## src/rtl/me_pkg.sv

```systemverilog
// Shared types and constants for the motion-estimation control blocks.
package me_pkg;

    // Block scheduler states; IDLE is encoded as zero so reset reads as all-zero.
    typedef enum logic [2:0] {
        ST_IDLE   = 3'd0,
        ST_LOAD   = 3'd1,
        ST_SEARCH = 3'd2,
        ST_WAIT   = 3'd3,
        ST_OUT    = 3'd4,
        ST_DONE   = 3'd5
    } me_state_e;

    // Signed motion-vector component width.
    localparam int ME_MVW = 8;
    // Width of a sum-of-absolute-differences result.
    localparam int ME_SADW = 16;
    // Current-block buffer fill time: 512 bits at 32 bits per cycle.
    localparam int ME_LOAD_CYCLES = 16;
    // Width of the block coordinate counters.
    localparam int ME_CW = 8;

endpackage

```

## src/rtl/me_blk_raster_cnt.sv

```systemverilog
// Raster-order macroblock coordinate counter (x fastest, then y).
// Shared between the block scheduler and the reference-window fetcher.
module me_blk_raster_cnt #(
    parameter int W_BLK = 4,
    parameter int H_BLK = 4,
    parameter int CW    = 8
) (
    input  logic          clk,
    input  logic          rst_n,
    input  logic          clr_i,
    input  logic          adv_i,
    output logic [CW-1:0] x_o,
    output logic [CW-1:0] y_o,
    output logic          last_o
);

    logic [CW-1:0] x_q, x_d;
    logic [CW-1:0] y_q, y_d;
    logic          x_at_end;

    assign x_at_end = (x_q == CW'(W_BLK - 1));
    assign last_o   = x_at_end && (y_q == CW'(H_BLK - 1));
    assign x_o      = x_q;
    assign y_o      = y_q;

    // Next coordinate: clear wins over advance; x wraps into a y step.
    always_comb begin
        x_d = x_q;
        y_d = y_q;
        if (clr_i) begin
            x_d = '0;
            y_d = '0;
        end else if (adv_i) begin
            if (x_at_end) begin
                x_d = '0;
                y_d = y_q + 1'b1;
            end else begin
                x_d = x_q + 1'b1;
            end
        end
    end

    // Coordinate registers.
    always_ff @(posedge clk or negedge rst_n) begin
        if (!rst_n) begin
            x_q <= '0;
            y_q <= '0;
        end else begin
            x_q <= x_d;
            y_q <= y_d;
        end
    end

endmodule

```

## src/rtl/me_block_scheduler.sv

```systemverilog
// Frame-level sequencer: walks macroblocks in raster order, paces the
// current-block buffer, triggers the SAD search and hands each result on.
//
// Result handshake: mv_valid is raised in OUT and every mv_* output is held
// constant until the cycle where mv_valid && mv_ready are both high; that
// edge is the transfer. mv_ready while mv_valid is low has no effect.
module me_block_scheduler
    import me_pkg::*;
#(
    parameter int FRAME_W_BLK = 4,
    parameter int FRAME_H_BLK = 4,
    parameter int LOAD_CYCLES = ME_LOAD_CYCLES,
    parameter int CW          = ME_CW,
    parameter int MVW         = ME_MVW
) (
    input  logic                  clk,
    input  logic                  rst,
    input  logic                  start,
    output logic                  cur_en,
    output logic                  next_block,
    output logic                  sad_start,
    input  logic                  sad_done,
    input  logic signed [MVW-1:0] sad_mv_x,
    input  logic signed [MVW-1:0] sad_mv_y,
    input  logic [ME_SADW-1:0]    sad_min,
    output logic                  mv_valid,
    input  logic                  mv_ready,
    output logic signed [MVW-1:0] mv_x,
    output logic signed [MVW-1:0] mv_y,
    output logic [ME_SADW-1:0]    mv_sad,
    output logic [CW-1:0]         mv_blk_x,
    output logic [CW-1:0]         mv_blk_y,
    output logic                  busy,
    output logic                  frame_done,
    output me_state_e             dbg_state_o
);

    localparam int LCW = $clog2(LOAD_CYCLES + 1);

    me_state_e             state_q, state_d;
    logic [LCW-1:0]        load_cnt_q, load_cnt_d;
    logic                  first_blk_q, first_blk_d;
    logic signed [MVW-1:0] mv_x_q, mv_x_d;
    logic signed [MVW-1:0] mv_y_q, mv_y_d;
    logic [ME_SADW-1:0]    mv_sad_q, mv_sad_d;
    logic [CW-1:0]         mv_blk_x_q, mv_blk_x_d;
    logic [CW-1:0]         mv_blk_y_q, mv_blk_y_d;

    logic                  cnt_clr, cnt_adv, blk_last, load_end;
    logic [CW-1:0]         blk_x, blk_y;

    me_blk_raster_cnt #(
        .W_BLK (FRAME_W_BLK),
        .H_BLK (FRAME_H_BLK),
        .CW    (CW)
    ) u_raster (
        .clk    (clk),
        .rst_n  (rst),
        .clr_i  (cnt_clr),
        .adv_i  (cnt_adv),
        .x_o    (blk_x),
        .y_o    (blk_y),
        .last_o (blk_last)
    );

    assign load_end = (load_cnt_q == LCW'(LOAD_CYCLES - 1));

    // Next-state, load counter and result capture.
    always_comb begin
        state_d     = state_q;
        load_cnt_d  = load_cnt_q;
        first_blk_d = first_blk_q;
        mv_x_d      = mv_x_q;
        mv_y_d      = mv_y_q;
        mv_sad_d    = mv_sad_q;
        mv_blk_x_d  = mv_blk_x_q;
        mv_blk_y_d  = mv_blk_y_q;
        cnt_clr     = 1'b0;
        cnt_adv     = 1'b0;
        case (state_q)
            ST_IDLE: begin
                if (start) begin
                    state_d     = ST_LOAD;
                    load_cnt_d  = '0;
                    first_blk_d = 1'b1;
                    cnt_clr     = 1'b1;
                end
            end
            ST_LOAD: begin
                if (load_end) begin
                    state_d    = ST_SEARCH;
                    load_cnt_d = '0;
                end else begin
                    load_cnt_d = load_cnt_q + 1'b1;
                end
            end
            ST_SEARCH: begin
                state_d = ST_WAIT;
            end
            ST_WAIT: begin
                if (sad_done) begin
                    mv_x_d     = sad_mv_x;
                    mv_y_d     = sad_mv_y;
                    mv_sad_d   = sad_min;
                    mv_blk_x_d = blk_x;
                    mv_blk_y_d = blk_y;
                    state_d    = ST_OUT;
                end
            end
            ST_OUT: begin
                if (mv_ready) begin
                    first_blk_d = 1'b0;
                    if (blk_last) begin
                        state_d = ST_DONE;
                    end else begin
                        cnt_adv    = 1'b1;
                        load_cnt_d = '0;
                        state_d    = ST_LOAD;
                    end
                end
            end
            ST_DONE: begin
                state_d = ST_IDLE;
            end
            default: begin
                state_d = ST_IDLE;
            end
        endcase
    end

    // State and captured-result registers.
    always_ff @(posedge clk or negedge rst) begin
        if (!rst) begin
            state_q     <= ST_IDLE;
            load_cnt_q  <= '0;
            first_blk_q <= 1'b0;
            mv_x_q      <= '0;
            mv_y_q      <= '0;
            mv_sad_q    <= '0;
            mv_blk_x_q  <= '0;
            mv_blk_y_q  <= '0;
        end else begin
            state_q     <= state_d;
            load_cnt_q  <= load_cnt_d;
            first_blk_q <= first_blk_d;
            mv_x_q      <= mv_x_d;
            mv_y_q      <= mv_y_d;
            mv_sad_q    <= mv_sad_d;
            mv_blk_x_q  <= mv_blk_x_d;
            mv_blk_y_q  <= mv_blk_y_d;
        end
    end

    // Block 0 is fetched on the rising cur_en, so only later blocks request a load.
    assign next_block  = (state_q == ST_LOAD) && (load_cnt_q == '0) && !first_blk_q;
    assign cur_en      = (state_q != ST_IDLE);
    assign busy        = (state_q != ST_IDLE);
    assign sad_start   = (state_q == ST_SEARCH);
    assign mv_valid    = (state_q == ST_OUT);
    assign frame_done  = (state_q == ST_DONE);
    assign mv_x        = mv_x_q;
    assign mv_y        = mv_y_q;
    assign mv_sad      = mv_sad_q;
    assign mv_blk_x    = mv_blk_x_q;
    assign mv_blk_y    = mv_blk_y_q;
    assign dbg_state_o = state_q;

endmodule

```

## config.mk

```make
export PLATFORM = sky130hd
export DESIGN_NAME = me_block_scheduler
export DESIGN_NICKNAME = d
export VERILOG_FILES = /design/src/rtl/me_pkg.sv /design/src/rtl/me_blk_raster_cnt.sv /design/src/rtl/me_block_scheduler.sv
export SDC_FILE = /design/constraint.sdc
export NUM_CORES = 1
export LEC_CHECK = 0
export CAP_MARGIN = 15
export CELL_PAD_IN_SITES_DETAIL_PLACEMENT = 0
export CELL_PAD_IN_SITES_GLOBAL_PLACEMENT = 1
export CORE_MARGIN = 1
export CORE_UTILIZATION = 30
export CTS_CLUSTER_SIZE = 24
export DETAILED_ROUTE_END_ITERATION = 8
export GPL_ROUTABILITY_DRIVEN = 0
export GPL_TIMING_DRIVEN = 0
export PLACE_DENSITY = 0.78
export REMOVE_ABC_BUFFERS = 1
export SETUP_SLACK_MARGIN = 0.5
export SLEW_MARGIN = 20
export SYNTH_ARGS = -nofsm -noshare
export SYNTH_HDL_FRONTEND = slang
export SYNTH_SLANG_ARGS = --single-unit
```

## constraint.sdc

```tcl
create_clock -name clk -period 1.75 [get_ports clk]
set_input_delay 0.35 -clock clk [delete_from_list [all_inputs] [get_ports clk]]
set_output_delay 0.35 -clock clk [all_outputs]
set_load 0.01 [all_outputs]
```

==> results of run 1 <==
## flip-flops by register name, indices dropped and copies added (netlist names)
name          count
u_raster.y_o      8
mv_blk_x          8
u_raster.x_o      8
dbg_state_o       3
load_cnt_q        5
mv_y              8
mv_blk_y          8
mv_sad           16
first_blk_q       1
mv_x              8
## cells in the mapped netlist (all sizes together)
master | n | share of area, %
a211o | 2 | 0.52
a211oi | 1 | 0.22
a21boi | 1 | 0.22
a21oi | 9 | 1.3
a22oi | 2 | 0.45
a311oi | 1 | 0.26
a31oi | 3 | 1.0
and2 | 2 | 0.37
and3 | 4 | 0.75
and4b | 1 | 0.30
and4bb | 1 | 0.37
buf | 12 | 2.0
clkbuf | 4 | 0.45
dfrtp | 73 | 55
ha | 4 | 1.5
inv | 8 | 0.90
mux2 | 51 | 17
nand2 | 16 | 1.8
nand2b | 2 | 0.37
nand3 | 13 | 2.1
nand4 | 5 | 0.93
nand4bb | 1 | 0.34
nor2 | 9 | 1.0
nor2b | 1 | 0.19
nor3 | 6 | 1.0
nor3b | 1 | 0.22
nor4 | 3 | 1.2
nor4b | 1 | 0.71
o211ai | 3 | 0.82
o21ai | 9 | 1.5
o21bai | 1 | 0.22
o22a | 2 | 0.52
o22ai | 3 | 0.56
o31ai | 1 | 0.22
o32ai | 1 | 0.26
or2 | 1 | 0.19
or3 | 5 | 0.93
or4 | 4 | 1.0
or4b | 1 | 0.30
xnor2 | 3 | 0.78
xor2 | 2 | 0.52
## through the flow
stage	hold slack (ns)	setup TNS [ns]	instances	utilization [%]
floorplan	0.05441	-59.12	257	-
global placement	0.4750	-291.48	490	40.36
detailed placement	0.3227	-33.66	495	40.97
CTS	0.4751	-0.2603	562	49.08
global route	0.5034	-1.844	594	53.06
finish	0.4655	-0.2056	594	53.06
## final timing paths
check,to,startpoint,cells past startpoint,slack [ns]
min in group clk,mv_blk_y[4],mv_blk_y[4],1,0.51
hold / removal,u_raster.y_o[3],rst,2,0.47
setup reg to reg,u_raster.y_o[2],dbg_state_o[1],5,-0.08
setup / recovery,u_raster.y_o[2],dbg_state_o[1],5,-0.08
max in group asynchronous,u_raster.x_o[3],rst,3,0.70
hold reg to reg,mv_blk_y[4],mv_blk_y[4],1,0.51
## cell type report
type	count	area [um^2]	area share [%]
inverter	8	37.54	0.6526
timing repair buffer	180	1593	27.69
clock buffer	11	141.4	2.458
clock inverter	5	102.6	1.784
multi-input combinational	177	1864	32.41
sequential	73	1838	31.96
tap	140	175.2	3.045
## worst reg2reg max path, stage by stage, from the launching register on
cell and delay, ns:
dfrtp_4 0.53, buf_6 0.14, and4bb_4 0.38, nand3_4 0.13, or4_4 0.45, a21oi_2 0.12
## where the power goes
group	internal (mW)	switching [mW]	total [mW]	leakage (nW)
Sequential	1.89	0.171	2.06	0.989
Clock	0.985	0.652	1.64	0.120
Combinational	1.17	0.900	2.07	1.77
Total	4.04	1.72	5.76	2.88
## layer usage
| metal | global-route usage, % | vias to the layer above | wire, um | part of all wire [%] |
|---|---|---|---|---|
| met1 | 20.96 | 1454 | 4205 | 43 |
| met5 | 0 | - | 0 | 0 |
| met4 | 8.513 | 0 | 213 | 2.2 |
| met2 | 26.24 | 64 | 4892 | 50 |
| met3 | 3.329 | 16 | 412 | 4.2 |
| li1 | - | 1350 | - | - |
## layout by cell type (no fill, tap or decap), types with 3 or more instances in the layout
master	n
and3_1	3
o22ai_1	3
a21oi_1	5
inv_1	7
mux2_2	4
clkdlybuf4s50_1	35
nand4_1	5
nor4_4	3
o21ai_2	4
or3_1	5
mux2_4	47
xnor2_1	3
nand3_1	10
bufinv_16	3
dfrtp_2	6
buf_12	8
clkbuf_8	10
nor2_1	8
buf_6	37
dfrtp_1	66
buf_4	46
buf_2	49
nand2_1	13
nor3_4	3
nor3_1	3
o21ai_1	3
## repair_timing
| item | 4_1_cts | 5_1_grt |
|---|---|---|
| cloned | 3 | 0 |
| buffers inserted | 47 | 32 |
| setup endpoints to repair | 130 | 115 |
| hold buffers | 1 | 0 |
| gates resized for setup | 348 | 44 |
| endpoints found under the hold margin | 31 | 0 |
| pin swaps | 37 | 25 |
## kinds of logic (layout without fill, tap and decap cells)
kind of cell | Yosys count | in the layout | synth area share, %
AO/OA/AOI/OAI | 39 | 39 | 8.103
XOR/XNOR | 5 | 5 | 1.307
adder cells (fa/ha/maj) | 4 | 4 | 1.494
buffers and inverters | 24 | 204 | 3.323
flip-flops | 73 | 73 | 54.52
multiplexers | 51 | 51 | 17.14
AND/OR/NAND/NOR | 77 | 78 | 14.11
==> reports/qor.txt, run 1 <==
===========================================================================================
Power per cell area                                                            1002 nW/um^2
Relative area change from synthesis to final layout                                  71.66%
FF+latch count, synth                                                                    73
Clk_skew                                                                         0.01428 ns
Worst path cell trace                                                          buf_6, and4bb_4, nand3_4, or4_4, a21oi_2
Per-cell routed wire length                                                        16.37 um
Length of the first detailed-routing pass in iterations                                   5
Post-layout min period                                                             1.827 ns
Data required time at the worst endpoint                                            2.02 ns
Final instance area                                                               5752 um^2
Sequential element share of the synthesized area                                     54.52%
TritonCTS clock tree                                                                    yes
Sum of overflow across all layers after global routing                                    0
Root Driver                                                                        clkbuf_8
Antenna diode instance count                                                              0
Maximum clock insertion buffer count                                                      2
Setup CP Type                                                                  flip-flop to flip-flop
Post-Place Setup Slack                                                           -0.7517 ns
Post-detail-place hpwl                                                             5.259 mm
Placeable core region                                                            10840 um^2
Final-layout fill cell count                                                            945
Mean instance size in the synthesized netlist                                    12.27 um^2
Number of design-rule violations left by the first detailed-router iteration            100
Max-cap violations                                                                        0
Die Span X                                                                         107.7 um
Total I/O pin count                                                                      94
Critical Path AT                                                                    2.10 ns
TritonCTS sink count                                                                     73
Initial antenna violation count                                                           0
Initial core utilization                                                             30.91%
Wire length reported by the detailed router                                        9.723 mm
# H-tree levels                                                                           3
First-pass GRT wire length                                                         14.74 mm
Crit path capture type                                                            flip-flop
Placed instance area                                                              4442 um^2
Largest fanout of any net on the critical path                                            7
Max-slew violation count                                                                  0
Cell count after synthesis                                                              273
Violations in the final reports                                                setup timing
Number of vias per cell                                                               4.855
VDD IR max                                                                        0.4075 mV
Cell area after synthesis                                                         3351 um^2
Setup slack after layout                                                        -0.07655 ns
Number of hold-slack violations in the final timing report                                0
Pin count of the biggest net entering global routing                                     43
Net count of the finished layout                                                        490
Worst Max-Slew Pin Slew                                                           0.4318 ns
Nature of the critical path startpoint                                            flip-flop
Clock transition at the registers of the reported paths                             0.09 ns
Portion of the clock cycle consumed by the worst path in the final layout            104.4%
Via Count                                                                              2884
Highest-delay cell along the critical path                                          dfrtp_4
Number of buffers added on ports                                                         93
Overall Power                                                                      5.762 mW
Status                                                                         finished, violations left
Syn. warnings                                                                             0
Number of buffers created by CTS                                                          9
Number of buffers and inverters on the critical path                                      1
Row count                                                                                38
Setup repair after global routing missed its margin                                    true
Static power due to leakage                                                        2.882 nW
Clock latency reported for the late side of the worst-skew pair                     0.35 ns
Chip Height                                                                        107.7 um
DRC violations left                                                                       0
Path class of the lowest-slack min-delay path                                  input pin to async pin
Total GRT Usage                                                                      16.43%
CP top delay family                                                            simple AND/OR/NAND/NOR gates
Setup-failing EPs final                                                                   6
Via count of the first global-routing pass                                             2913
Max_slew headroom                                                                    71.21%
Critical path's largest stage delay                                                 0.53 ns
Distinct cell type count after synthesis                                                 53
Overall die area                                                                 11600 um^2
Share of layout cells above drive strength 1                                         58.15%
Antenna Violating Nets Remaining                                                          0
Upper clock frequency limit                                                       547.5 MHz
===========================================================================================
Power figures use the tool's default switching activity.
==> run 2, diff against run 1 <==
--- a/config.mk
+++ b/config.mk
@@ -8,6 +8,7 @@
 export CAP_MARGIN = 15
 export CELL_PAD_IN_SITES_DETAIL_PLACEMENT = 0
 export CELL_PAD_IN_SITES_GLOBAL_PLACEMENT = 1
+export CORE_ASPECT_RATIO = 0.5
 export CORE_MARGIN = 1
 export CORE_UTILIZATION = 30
 export CTS_CLUSTER_SIZE = 24
==> reports/qor.txt, run 2 (synthesized netlist as in run 1, its figures left out) <==
===========================================================================================
Status                                                                         finished, violations left
Violations in the final reports                                                setup timing
Number of buffers added on ports                                                         93   unchanged
Clk_skew                                                                        0.006908 ns   -0.007373 ns
Critical Path AT                                                                    2.02 ns   -0.08 ns
TritonCTS clock tree                                                                    yes
Met3 wire len                                                                        337 um   -18%
Number of hold-slack violations in the final timing report                                0   unchanged
Worst setup slack for register-to-register paths                                   -0.02 ns   +0.06 ns
Post-route setup TNS                                                            -0.06489 ns   +0.1407 ns
Per-cell routed wire length                                                        16.39 um   +0.11%
Total GRT Usage                                                                      16.92%   +0.48 points
Startpoint of the worst register-to-register path                              u_raster.x_o[0]
End of the critical path                                                       u_raster.y_o[2]
Most common cell after layout, fill and taps aside                                  dfrtp_1
Finished Core Util                                                                   52.53%   -0.53 points
Number of vias per cell                                                               4.885   +0.61%
Met1 wire length                                                                   4.187 mm   -0.43%
Largest fanout of any net on the critical path                                            8   +1
Share of layout cells above drive strength 1                                         55.56%   -2.6 points
Number of flip-flops under the largest register name                                     16   unchanged
Sum of overflow across all layers after global routing                                    0   unchanged
Chip Height                                                                        76.73 um   -29%
Total I/O pin count                                                                      94   unchanged
Finished Layout Cells                                                                   572   -3.7%
Highest Signal Layer                                                                   met4
Row count                                                                                26   -32%
Overall Power                                                                      5.948 mW   +3.2%
Wire length reported by the detailed router                                        9.373 mm   -3.6%
Setup CP Type                                                                  flip-flop to flip-flop
Relative area change from synthesis to final layout                                  65.24%
Worst Max-Slew Pin Slew                                                           0.4325 ns   +0.0006586 ns
Antenna Violating Nets Remaining                                                          0   unchanged
Max-cap violations                                                                        0   unchanged
Die Span X                                                                         151.5 um   +41%
Reg-to-reg endpoint                                                            u_raster.y_o[2]
Portion of the clock cycle consumed by the worst path in the final layout            100.9%   -3.4 points
Setup slack after layout                                                        -0.01650 ns   +0.06005 ns
Commonest non-fill, non-tap cells in the layout                                dfrtp_1 (62), buf_2 (53), clkdlybuf4s50_1 (35), buf_4 (35), mux2_2 (31)
Number of buffers created by CTS                                                          9   unchanged
Initial core utilization                                                             31.79%   +0.88 points
Net count of the finished layout                                                        468   -4.5%
Clock transition at the registers of the reported paths                             0.06 ns   -0.03 ns
Max_slew headroom                                                                    71.17%   about the same
DRC violations left                                                                       0   unchanged
TritonCTS sink count                                                                     73   unchanged
Post-detail-place hpwl                                                             5.332 mm   +1.4%
Antenna diode instance count                                                              0   unchanged
VDD IR max                                                                        0.5133 mV   +26%
Length of the first detailed-routing pass in iterations                                   4   -1
Number of design-rule violations left by the first detailed-router iteration            117   +17%
Overall die area                                                                 11620 um^2   +0.22%
First-pass GRT wire length                                                         15.09 mm   +2.4%
Clock latency reported for the late side of the worst-skew pair                     0.33 ns   -0.02 ns
Placeable core region                                                            10540 um^2   -2.8%
Post-layout min period                                                             1.766 ns   -0.06005 ns
Setup repair after global routing missed its margin                                    true
# H-tree levels                                                                           3   unchanged
Setup-failing EPs final                                                                   8   +2
Amount of wire on met2 after detailed routing                                      4.784 mm   -2.2%
Root Driver                                                                       clkbuf_16
Path class of the lowest-slack min-delay path                                  input pin to async pin
Static power due to leakage                                                        2.720 nW   -5.6%
Upper clock frequency limit                                                       566.1 MHz   +3.4%
Maximum clock insertion buffer count                                                      2   unchanged
Worst setup path startpoint                                                    u_raster.x_o[0]
Max-slew violation count                                                                  0   unchanged
Power per cell area                                                            1074 nW/um^2   +7.2%
Via count of the first global-routing pass                                             2822   -3.1%
Nature of the critical path startpoint                                            flip-flop
Pin count of the biggest net entering global routing                                     53   +23%
Initial antenna violation count                                                           0   unchanged
Worst reg-to-reg path cell count                                                          5   unchanged
Crit path capture type                                                            flip-flop
Placed Cells incl. Taps                                                                 495   unchanged
Data required time at the worst endpoint                                            2.00 ns   -0.02 ns
Via Count                                                                              2794   -3.1%
Post-Place Setup Slack                                                           -0.5506 ns   +0.2010 ns
===========================================================================================
[run 2: critical path, cell delays in order (launching register included)]
cell,delay (ns)
dfrtp_1,0.42
ha_4,0.18
nor4b_4,0.31
nand3_4,0.18
or4_4,0.45
a21oi_2,0.14
[run 2: layer usage]
layer / GRT usage [%] / vias up
met1: 22.28 / 1428
met2: 27.67 / 52
met5: 0 / -
met3: 4.524 / 6
li1: - / 1308
met4: 3.700 / 0
[run 2: cell type report]
type                            count  area, um^2
Fill cell                         924        5004
Sequential cell                    73        1843
Multi-Input combinational cell    177        1712
Timing Repair Buffer              158        1396
Clock buffer                       11       252.7
Tap cell                          140       175.2
Clock inverter                      5       125.1
Inverter                            8       32.53
[run 2: worst min-delay path by stage]
stage / startpoint / to / slack, ns / cells past startpoint
6_report: rst / mv_y[7] / 0.46 / 2
5_1_grt: rst / mv_y[7] / 0.48 / 2
4_1_cts: rst / mv_y[7] / 0.45 / 2
3_5_place_dp: rst / mv_y[7] / 0.27 / 1
3_3_place_gp: first_blk_q / first_blk_q / 0.48 / 2
2_1_floorplan: rst / dbg_state_o[0] / 0.05 / 0
[run 2: timing repair]
item | 4_1_cts | 5_1_grt
hold buffers | 1 | 0
pin swaps | 26 | 24
buffers inserted | 41 | 15
setup endpoints to repair | 129 | 84
resized for setup | 297 | 41
cloned | 4 | 0
hold endpoints to repair | 21 | 0
[run 2: power by group]
group          internal [mW]  switching [mW]  leakage, nW
Clock                   1.61           0.680        0.186
Combinational          0.862           0.733         1.55
Sequential              1.89           0.169        0.982
Total                   4.37            1.58         2.72
[run 2: metrics by stage]
stage	hold slack [ns]	instance area (um^2)
floorplan	0.05441	3269
global placement	0.4790	4375
detailed placement	0.2707	4453
CTS	0.4540	5259
global route	0.4816	5537
finish	0.4572	5537
==> run 3, diff against run 2 <==
--- a/config.mk
+++ b/config.mk
@@ -5,6 +5,7 @@
 export SDC_FILE = /design/constraint.sdc
 export NUM_CORES = 1
 export LEC_CHECK = 0
+export ABC_AREA = 0
 export CAP_MARGIN = 15
 export CELL_PAD_IN_SITES_DETAIL_PLACEMENT = 0
 export CELL_PAD_IN_SITES_GLOBAL_PLACEMENT = 1
@@ -15,9 +16,11 @@
 export DETAILED_ROUTE_END_ITERATION = 8
 export GPL_ROUTABILITY_DRIVEN = 0
 export GPL_TIMING_DRIVEN = 0
+export HOLD_SLACK_MARGIN = 0.06
 export PLACE_DENSITY = 0.78
 export REMOVE_ABC_BUFFERS = 1
 export SETUP_SLACK_MARGIN = 0.5
+export SKIP_CTS_REPAIR_TIMING = 1
 export SLEW_MARGIN = 20
 export SYNTH_ARGS = -nofsm -noshare
 export SYNTH_HDL_FRONTEND = slang
==> reports/qor.txt, run 3 (synthesized netlist as in run 1, its figures left out) <==
===========================================================================================
Total GRT Usage                                                                      14.12%   -2.8 points
Clk_skew                                                                        0.005590 ns   -0.001319 ns
Per-cell routed wire length                                                        15.91 um   -2.9%
Global routing met2 resource utilization                                             22.88%   -4.8 points
Sum of overflow across all layers after global routing                                    0   unchanged
VDD IR max                                                                        0.5283 mV   +2.9%
Post-layout min period                                                             1.793 ns   +0.02602 ns
Static power due to leakage                                                        2.743 nW   +0.85%
Worst Max-Slew Pin Slew                                                           0.3773 ns   -0.05523 ns
Length of the first detailed-routing pass in iterations                                   4   unchanged
Net switching component of the power                                               1.539 mW   -2.7%
Total I/O pin count                                                                      94   unchanged
Number of flip-flops under the largest register name                                     16   unchanged
TritonCTS sink count                                                                     73   unchanged
Share of layout cells above drive strength 1                                         51.31%   -4.2 points
Setup CP Type                                                                  flip-flop to flip-flop
Number of buffers added on ports                                                         93   unchanged
Post-Place Setup Slack                                                           -0.5506 ns   unchanged
Placed Cells incl. Taps                                                                 495   unchanged
Antenna Violating Nets Remaining                                                          0   unchanged
Antenna diode instance count                                                              0   unchanged
Setup slack after layout                                                        -0.04252 ns   -0.02602 ns
Net count of the finished layout                                                        455   -2.8%
DRC violations left                                                                       0   unchanged
Portion of the clock cycle consumed by the worst path in the final layout            102.4%   +1.5 points
Routing usage on met1                                                                18.14%   -4.1 points
Initial core utilization                                                             31.79%   unchanged
Status                                                                         finished, violations left
Internal power                                                                     4.345 mW   -0.49%
Clock latency reported for the late side of the worst-skew pair                     0.33 ns   about the same
Violations in the final reports                                                setup timing
Via count of the first global-routing pass                                             2513   -11%
Nature of the critical path startpoint                                            flip-flop
Pin count of the biggest net entering global routing                                     53   unchanged
Overall die area                                                                 11620 um^2   unchanged
Number of vias per cell                                                               4.846   -0.79%
Setup-failing EPs final                                                                  13   +5
Clock power share                                                                     38.9%   +0.4 points
Max-cap violations                                                                        0   unchanged
Power per cell area                                                            1079 nW/um^2   +0.39%
Path class of the lowest-slack min-delay path                                  input pin to async pin
Post-detail-place hpwl                                                             5.332 mm   unchanged
Commonest non-fill, non-tap cells in the layout                                dfrtp_1 (65), clkbuf_2 (48), mux2_4 (46)
Highest-delay cell along the critical path                                            or4_4
Sequential cell fraction of total power                                               35.7%   +1.0 points
Placeable core region                                                            10540 um^2   unchanged
Most common cell after layout, fill and taps aside                                  dfrtp_1
Die Span X                                                                         151.5 um   unchanged
Crit path capture type                                                            flip-flop
Chip Height                                                                        76.73 um   unchanged
Max-slew violation count                                                                  0   unchanged
Number of buffers created by CTS                                                          9   unchanged
Via Count                                                                              2709   -3.0%
Max_slew headroom                                                                    74.85%   +3.7 points
Root Driver                                                                       clkbuf_16
Worst path cell trace                                                          or4_4, nor4_4, buf_6, a31oi_4, o211ai_2
Critical Path AT                                                                    2.05 ns   +0.03 ns
Number of hold-slack violations in the final timing report                                0   unchanged
Critical path's largest stage delay                                                 0.56 ns   +0.11 ns
Data required time at the worst endpoint                                            2.01 ns   about the same
Upper clock frequency limit                                                       557.9 MHz   -1.5%
Final instance area                                                               5455 um^2   -1.5%
CP top delay family                                                            simple AND/OR/NAND/NOR gates
Clock transition at the registers of the reported paths                             0.06 ns   about the same
Net switching fraction of the power                                                  26.16%   -0.44 points
Initial antenna violation count                                                           0   unchanged
Number of buffers and inverters on the critical path                                      1   +1
First-pass GRT wire length                                                         12.77 mm   -15%
Busiest metal layer after global routing                                               met2
GR met3 Demand/Resource                                                              4.464%   -0.060 points
Row count                                                                                26   unchanged
Wire length reported by the detailed router                                        8.893 mm   -5.1%
TritonCTS clock tree                                                                    yes
Finished Layout Cells                                                                   559   -2.3%
# H-tree levels                                                                           3   unchanged
Setup repair after global routing missed its margin                                    true
Comb power frac                                                                       25.5%   -1.3 points
Largest fanout of any net on the critical path                                            6   -2
Placed instance area                                                              4453 um^2   unchanged
Final-layout fill cell count                                                            931   +0.76%
Number of design-rule violations left by the first detailed-router iteration            136   +16%
Relative area change from synthesis to final layout                                  62.81%
Maximum clock insertion buffer count                                                      2   unchanged
===========================================================================================
[run 3: cell count changes in the layout (fill, tap and decap cells not counted), sizes merged]
cell / previous run / this run
buf: 121 / 54
clkbuf: 12 / 63
dlymetal6s2s: 0 / 3
[run 3: power by group through the flow]
| stage | Clock, mW | Sequential (mW) | Combinational (mW) |
|---|---|---|---|
| 3_5_place_dp | 0 | 2.12 | 1.14 |
| 2_1_floorplan | 0 | 2.14 | 0.531 |
| 6_report | 2.29 | 2.10 | 1.50 |
| 4_1_cts | 2.34 | 2.09 | 1.15 |
| 3_3_place_gp | 0 | 2.11 | 1.13 |
| 5_1_grt | 2.42 | 2.12 | 1.64 |
[run 3: path summary, 6_finish.rpt]
check                           depth (start not counted)               to       startpoint  slack (ns)
worst max-delay path                                    5    load_cnt_q[3]  u_raster.y_o[4]       -0.04
worst min-delay path                                    2          mv_y[7]              rst        0.46
worst max register to register                          5    load_cnt_q[3]  u_raster.y_o[4]       -0.04
worst min register to register                          1      mv_blk_y[5]      mv_blk_y[5]        0.50
max in group asynchronous                               3  u_raster.x_o[0]              rst        0.73
min in group clk                                        1      mv_blk_y[5]      mv_blk_y[5]        0.50
[run 3: layer usage]
layer | up-vias | part of all wire, %
met2 | 54 | 48
li1 | 1281 | -
met1 | 1365 | 46
met3 | 9 | 4.0
met4 | 0 | 1.3
met5 | - | 0
[run 3: layout make-up]
class | instances | area [um^2] | share of cell area [%]
clock inverters | 5 | 125.1 | 2.294
clock buffers | 11 | 252.7 | 4.633
inverters | 8 | 30.03 | 0.5505
multi-input cells | 177 | 1754 | 32.16
repair buffers | 145 | 1276 | 23.39
well taps | 140 | 175.2 | 3.211
flip-flops and latches | 73 | 1842 | 33.76
[run 3: worst register-to-register path: cells and delay by family (launching register included)]
kind / cells / cell delay (ns)
and+or+nand+nor: 2 / 0.88
buffers and inverters: 1 / 0.17
AOI/OAI and AO/OA: 2 / 0.27
DFF: 1 / 0.41
[run 3: stage by stage]
stage | utilization [%] | power (mW) | setup TNS [ns] | hold WS (ns)
4_1_cts | 45.83 | 5.583 | -27.34 | -0.08598
3_3_place_gp | 41.51 | 3.242 | -292.98 | 0.4790
5_1_grt | 51.76 | 6.180 | -1.549 | 0.4798
3_5_place_dp | 42.25 | 3.263 | -28.36 | 0.2707
6_report | 51.76 | 5.884 | -0.2492 | 0.4591
2_1_floorplan | - | 2.669 | -59.12 | 0.05441
